===== src/rtl/gin_cfg_ctrl_if.sv =====
// Signal bundle between the GIN config sequencer, its upstream/config sources
// and the GIN bus; "master" is the sequencer side, "slave" the environment side.
interface gin_cfg_ctrl_if #(
    parameter int ID_SIZE   = 5,
    parameter int DATA_BITS = 64
);
    logic                 cfg_start;
    logic                 id_valid;
    logic [ID_SIZE-1:0]   id_data;
    logic                 id_ready;
    logic [ID_SIZE-1:0]   up_tag;
    logic                 up_valid;
    logic [DATA_BITS-1:0] up_data;
    logic                 up_ready;
    logic [ID_SIZE-1:0]   tag;
    logic                 master_valid;
    logic [DATA_BITS-1:0] master_data;
    logic                 master_ready;
    logic                 set_id;
    logic [ID_SIZE-1:0]   ID_scan_in;
    logic [ID_SIZE-1:0]   ID_scan_out;
    logic                 busy;
    logic                 cfg_done;
    logic                 cfg_err;

    modport master (
        input  cfg_start, id_valid, id_data, up_tag, up_valid, up_data,
               master_ready, ID_scan_out,
        output id_ready, up_ready, tag, master_valid, master_data,
               set_id, ID_scan_in, busy, cfg_done, cfg_err
    );

    modport slave (
        output cfg_start, id_valid, id_data, up_tag, up_valid, up_data,
               master_ready, ID_scan_out,
        input  id_ready, up_ready, tag, master_valid, master_data,
               set_id, ID_scan_in, busy, cfg_done, cfg_err
    );
endinterface


===== src/rtl/gin_cfg_ctrl.sv =====
// GIN bus configuration sequencer: drains the master stream, shifts column IDs
// into the MC scan chain, verifies the chain tail and reopens the bus.
module gin_cfg_ctrl #(
    parameter int NUMS_SLAVE = 6,
    parameter int ID_SIZE    = 5,
    parameter int DATA_BITS  = 64
) (
    input  logic          clk,
    input  logic          rst,
    gin_cfg_ctrl_if.master bus
);
    localparam int CW = $clog2(NUMS_SLAVE + 1);

    localparam logic [1:0] S_IDLE  = 2'd0;
    localparam logic [1:0] S_DRAIN = 2'd1;
    localparam logic [1:0] S_LOAD  = 2'd2;
    localparam logic [1:0] S_CHECK = 2'd3;

    logic [1:0]         state_q, state_d;
    logic [CW-1:0]      cnt_q, cnt_d;
    logic [ID_SIZE-1:0] first_id_q, first_id_d;
    logic               cfg_err_q, cfg_err_d;

    assign bus.tag         = bus.up_tag;
    assign bus.master_data = bus.up_data;
    assign bus.busy        = (state_q != S_IDLE);
    assign bus.cfg_err     = cfg_err_q;

    always_comb begin
        state_d          = state_q;
        cnt_d            = cnt_q;
        first_id_d       = first_id_q;
        cfg_err_d        = cfg_err_q;
        bus.master_valid = 1'b0;
        bus.up_ready     = 1'b0;
        bus.id_ready     = 1'b0;
        bus.set_id       = 1'b0;
        bus.ID_scan_in   = '0;
        bus.cfg_done     = 1'b0;
        case (state_q)
            S_IDLE: begin
                bus.master_valid = bus.up_valid;
                bus.up_ready     = bus.master_ready;
                if (bus.cfg_start) begin
                    state_d   = S_DRAIN;
                    cfg_err_d = 1'b0;
                    cnt_d     = '0;
                end
            end
            S_DRAIN: begin
                // Keep the bus open so a presented beat completes its handshake.
                bus.master_valid = bus.up_valid;
                bus.up_ready     = bus.master_ready;
                if (!bus.up_valid || bus.master_ready)
                    state_d = S_LOAD;
            end
            S_LOAD: begin
                bus.id_ready = 1'b1;
                if (bus.id_valid) begin
                    bus.set_id     = 1'b1;
                    bus.ID_scan_in = bus.id_data;
                    cnt_d          = cnt_q + CW'(1);
                    if (cnt_q == '0)
                        first_id_d = bus.id_data;
                    if (cnt_q == CW'(NUMS_SLAVE - 1))
                        state_d = S_CHECK;
                end
            end
            default: begin
                // The first ID shifted in must have reached the chain tail.
                if (bus.ID_scan_out == first_id_q)
                    bus.cfg_done = 1'b1;
                else
                    cfg_err_d = 1'b1;
                state_d = S_IDLE;
            end
        endcase
    end

    always_ff @(posedge clk) begin
        if (rst) begin
            state_q    <= S_IDLE;
            cnt_q      <= '0;
            first_id_q <= '0;
            cfg_err_q  <= 1'b0;
        end else begin
            state_q    <= state_d;
            cnt_q      <= cnt_d;
            first_id_q <= first_id_d;
            cfg_err_q  <= cfg_err_d;
        end
    end
endmodule


===== src/flat_wrapper.sv =====
// flat-port wrapper written by rule: the top's interface ports become plain ports
module gin_cfg_ctrl_flat 
#(
    parameter int NUMS_SLAVE = 6,
    parameter int ID_SIZE    = 5,
    parameter int DATA_BITS  = 64
)
  (clk, rst, bus_cfg_start, bus_id_valid, bus_id_data, bus_up_tag, bus_up_valid, bus_up_data, bus_master_ready, bus_ID_scan_out, bus_id_ready, bus_up_ready, bus_tag, bus_master_valid, bus_master_data, bus_set_id, bus_ID_scan_in, bus_busy, bus_cfg_done, bus_cfg_err);
  gin_cfg_ctrl_if #(.ID_SIZE(ID_SIZE), .DATA_BITS(DATA_BITS)) bus_i ();
  input  logic clk;
  input  logic rst;
  input wire logic [$bits(bus_i.cfg_start)-1:0] bus_cfg_start;
  input wire logic [$bits(bus_i.id_valid)-1:0] bus_id_valid;
  input wire logic [$bits(bus_i.id_data)-1:0] bus_id_data;
  input wire logic [$bits(bus_i.up_tag)-1:0] bus_up_tag;
  input wire logic [$bits(bus_i.up_valid)-1:0] bus_up_valid;
  input wire logic [$bits(bus_i.up_data)-1:0] bus_up_data;
  input wire logic [$bits(bus_i.master_ready)-1:0] bus_master_ready;
  input wire logic [$bits(bus_i.ID_scan_out)-1:0] bus_ID_scan_out;
  output wire logic [$bits(bus_i.id_ready)-1:0] bus_id_ready;
  output wire logic [$bits(bus_i.up_ready)-1:0] bus_up_ready;
  output wire logic [$bits(bus_i.tag)-1:0] bus_tag;
  output wire logic [$bits(bus_i.master_valid)-1:0] bus_master_valid;
  output wire logic [$bits(bus_i.master_data)-1:0] bus_master_data;
  output wire logic [$bits(bus_i.set_id)-1:0] bus_set_id;
  output wire logic [$bits(bus_i.ID_scan_in)-1:0] bus_ID_scan_in;
  output wire logic [$bits(bus_i.busy)-1:0] bus_busy;
  output wire logic [$bits(bus_i.cfg_done)-1:0] bus_cfg_done;
  output wire logic [$bits(bus_i.cfg_err)-1:0] bus_cfg_err;
  assign bus_i.cfg_start = bus_cfg_start;
  assign bus_i.id_valid = bus_id_valid;
  assign bus_i.id_data = bus_id_data;
  assign bus_i.up_tag = bus_up_tag;
  assign bus_i.up_valid = bus_up_valid;
  assign bus_i.up_data = bus_up_data;
  assign bus_i.master_ready = bus_master_ready;
  assign bus_i.ID_scan_out = bus_ID_scan_out;
  assign bus_id_ready = bus_i.id_ready;
  assign bus_up_ready = bus_i.up_ready;
  assign bus_tag = bus_i.tag;
  assign bus_master_valid = bus_i.master_valid;
  assign bus_master_data = bus_i.master_data;
  assign bus_set_id = bus_i.set_id;
  assign bus_ID_scan_in = bus_i.ID_scan_in;
  assign bus_busy = bus_i.busy;
  assign bus_cfg_done = bus_i.cfg_done;
  assign bus_cfg_err = bus_i.cfg_err;
  gin_cfg_ctrl #(.NUMS_SLAVE(NUMS_SLAVE), .ID_SIZE(ID_SIZE), .DATA_BITS(DATA_BITS)) u_core (.clk(clk), .rst(rst), .bus(bus_i));
endmodule

===== config.mk =====
export PLATFORM = sky130hd
export DESIGN_NAME = gin_cfg_ctrl_flat
export DESIGN_NICKNAME = d
export VERILOG_FILES = /design/src/rtl/gin_cfg_ctrl_if.sv /design/src/rtl/gin_cfg_ctrl.sv /design/src/flat_wrapper.sv
export SDC_FILE = /design/constraint.sdc
export NUM_CORES = 1
export LEC_CHECK = 0
export ABC_AREA = 1
export BUFFER_PORTS_ARGS = -buffer_cell sky130_fd_sc_hd__buf_2
export CAP_MARGIN = 20
export CELL_PAD_IN_SITES_DETAIL_PLACEMENT = 0
export CELL_PAD_IN_SITES_GLOBAL_PLACEMENT = 1
export CORE_MARGIN = 2
export CORE_UTILIZATION = 20
export CTS_CLUSTER_DIAMETER = 40
export DETAILED_ROUTE_END_ITERATION = 10
export PLACE_DENSITY_LB_ADDON = 0.1
export SLEW_MARGIN = 40
export SYNTH_ARGS = -nofsm -noshare
export SYNTH_HDL_FRONTEND = slang
export SYNTH_SLANG_ARGS = --single-unit

===== constraint.sdc =====
create_clock -name clk -period 2.84 [get_ports clk]
set_clock_uncertainty 0.15 [all_clocks]
set_input_delay 0.71 -clock clk [delete_from_list [all_inputs] [get_ports clk]]
set_output_delay 0.71 -clock clk [all_outputs]
set_load 0.02 [all_outputs]

==> impl_metrics.env <==
export IMPL_vias=810
export IMPL_wl_um=2560
export IMPL_dr_pass1_iters=2
export IMPL_tns_ns=0
export IMPL_drcViolationCount=0
export IMPL_cts_hold_buf=0
export IMPL_core_um2=6280
export IMPL_r2r_end="u_core.state_q[0]"
export IMPL_relSlewSlack_pct=76.9
export IMPL_num_rows=29
export IMPL_path_clk_slew_ns=0.06
export IMPL_synth_top_area_share_pct=40.5
export IMPL_synth_seq_cells=11
export IMPL_post_route_cell_area_um2=1040
export IMPL_cts_num_sinks=11
export IMPL_leakagePower_nw=0.532
export IMPL_intPower_mw=0.469
export IMPL_crit_fanout=2
export IMPL_drtIter0Drc=15
export IMPL_max_cap_violations=0
export IMPL_seq_area_frac_synth_pct=17.2
export IMPL_io_buffers=27
export IMPL_synthDistinctLibCells=19
export IMPL_power_frac_seq_pct=25.6
export IMPL_gp_congestion=0.601
export IMPL_reg2reg_slack_ns=1.15
export IMPL_grt_max_degree=11
export IMPL_grt_usage_pct=7.26
export IMPL_n_antenna_cell=0
export IMPL_finalPower_mw=0.884
export IMPL_syn_inst=185
export IMPL_yosysWarnings=0
export IMPL_die_area_um2=7040
export IMPL_period_minus_slack_ns=2.33
export IMPL_fin_util_pct=16.5
export IMPL_min_delay_start="u_core.first_id_q[3]"
export IMPL_pwr_density_cell_nw_per_um2=853
export IMPL_globalRoute_totalOverflow=0
export IMPL_place_area_um2=991
export IMPL_clock_path_buffers=2
export IMPL_final_hold_viol_count=0
export IMPL_area_growth_pct=-18.9
export IMPL_synth_area_leaders="buf_4 (41%), dfxtp_1 (17%), inv_1 (7.9%)"
export IMPL_antenna_found_initial=0
export IMPL_start_kind="input pin"
export IMPL_cts_resized=0
export IMPL_wl_per_cell_um=11.4
export IMPL_syn_nets=277
export IMPL_die_x_um=83.9
export IMPL_tightestPinTransition_ns=0.346
export IMPL_nFillCells=732
export IMPL_initial_core_util_pct=20.4
export IMPL_dp_hpwl_um=2150
export IMPL_min_delay_worst_endpoint="u_core.first_id_q[3]"
export IMPL_drt_met1_wl_um=1000
export IMPL_pin_count=166
export IMPL_min_path_cells=2
export IMPL_numCtsBuffers=3
export IMPL_postRouteAntennaNets=0
export IMPL_worstReg2RegStart="u_core.state_q[0]"
export IMPL_synthesis_area_um2=1280
export IMPL_setup_violations=0
export IMPL_layout_drive_gt1_share_pct=26.5
export IMPL_clockPowerShare_pct=18.5
export IMPL_nets=240
export IMPL_combPwrFrac_pct=56.0
export IMPL_switching_share_pct=46.9
export IMPL_synth_top_cell_by_area="buf_4"
export IMPL_grt_pass1_wl_um=4180
export IMPL_drt_vias_per_instance=3.62
export IMPL_crit_type="input pin to primary output"
export IMPL_rsz0062_at_grt="false"
export IMPL_h_tree_depth=1
export IMPL_cts_post_setup_buffers_inserted=0
export IMPL_cp_required_ns=1.98
export IMPL_chipHeight_um=83.9
export IMPL_clk_latency_ns=0.24
export IMPL_top_layer="met4"
export IMPL_peakVddDrop_uv=262
export IMPL_status="finished, final reports clean"
export IMPL_netSwitchingPower_mw=0.415
export IMPL_route_met3_wl_um=349
export IMPL_cts_tree="yes"
export IMPL_layout_common_cells="inv_1 (27), buf_2 (27), nand2_1 (23)"
export IMPL_avgSynthCellArea_um2=6.91
export IMPL_hp_class="register to register"
export IMPL_clockRootBuffer="clkbuf_8"
export IMPL_worstPathArrival_ns=1.47
export IMPL_drv_slew=0
export IMPL_clock_fmax_mhz=429
export IMPL_period_share_pct=82.0
export IMPL_holdWs_ns=0.308
export IMPL_r2r_cells=8
export IMPL_grt_pass1_vias=865
export IMPL_route_met2_wl_um=1170
export IMPL_endpoint_kind="primary output"
-- worst max-delay path: stages --
cell,delay (ns)
buf_2,0.09
inv_1,0.03
nand2_1,0.05
nand2_1,0.04
nor2_1,0.11
nand3_1,0.15
nor2_1,0.11
buf_2,0.17
-- final cells by class --
class,count,area [um^2],area share (%)
inverter,29,109,10.5
clock buffer,4,45.0,4.35
sequential,11,220,21.3
tap,77,96.3,9.30
multi-input combinational,76,430,41.5
timing repair buffer,27,135,13.0
-- synthesized netlist by cell type (all sizes together) --
master and count:
buf 69, inv 29, nand2 26, nor2 16, a21oi 11, dfxtp 11
o21ai 10, ha 7, nand3 2, nor3 2, o21a 1, xnor2 1
-- logic make-up after synthesis --
group                      count (synthesis)  share of synthesized area [%]
adders and majority gates                  7                           6.86
AOI/OAI and AO/OA                         22                           9.70
xor gates and xnor gates                   1                          0.686
buffers and inverters                     98                           49.1
DFF                                       11                           17.2
and+or+nand+nor                           46                           16.5
-- power groups by stage --
stage / Combinational [mW] / Clock [mW] / Sequential, mW
after CTS: 0.509 / 0.170 / 0.228
after floorplan: 0.509 / 0 / 0.233
after global placement: 0.510 / 0 / 0.232
after global routing: 0.567 / 0.178 / 0.234
final: 0.495 / 0.163 / 0.226
after detailed placement: 0.506 / 0 / 0.232
-- per-layer routing --
layer | vias up | global-route usage [%]
met5 | - | 0
met4 | 0 | 2.79
li1 | 409 | -
met3 | 12 | 5.14
met2 | 64 | 11.4
met1 | 325 | 7.50
-- metrics by stage --
step | std cells | setup WS (ns)
after global placement | 220 | 0.492
after CTS | 224 | 0.473
final | 224 | 0.511
after floorplan | 185 | 0.700
after global routing | 224 | 0.387
after detailed placement | 220 | 0.481
-- worst max-delay path by stage --
stage | startpoint | endpoint | slack [ns] | cells past startpoint
after floorplan | bus_ID_scan_out[2] | bus_cfg_done | 0.70 | 6
after global placement | bus_ID_scan_out[2] | bus_cfg_done | 0.49 | 7
after detailed placement | bus_ID_scan_out[2] | bus_cfg_done | 0.48 | 8
after CTS | bus_ID_scan_out[2] | bus_cfg_done | 0.47 | 8
after global routing | bus_ID_scan_out[2] | bus_cfg_done | 0.39 | 8
final | bus_ID_scan_out[2] | bus_cfg_done | 0.51 | 8
-- sequential cells by signal, summed over array words and instances (netlist names) --
| name | flops |
|---|---|
| u_core.first_id_q | 5 |
| u_core.bus.cfg_err | 1 |
| u_core.state_q | 2 |
| u_core.cnt_q | 3 |
Note: power is estimated with default switching activity, not from simulation.
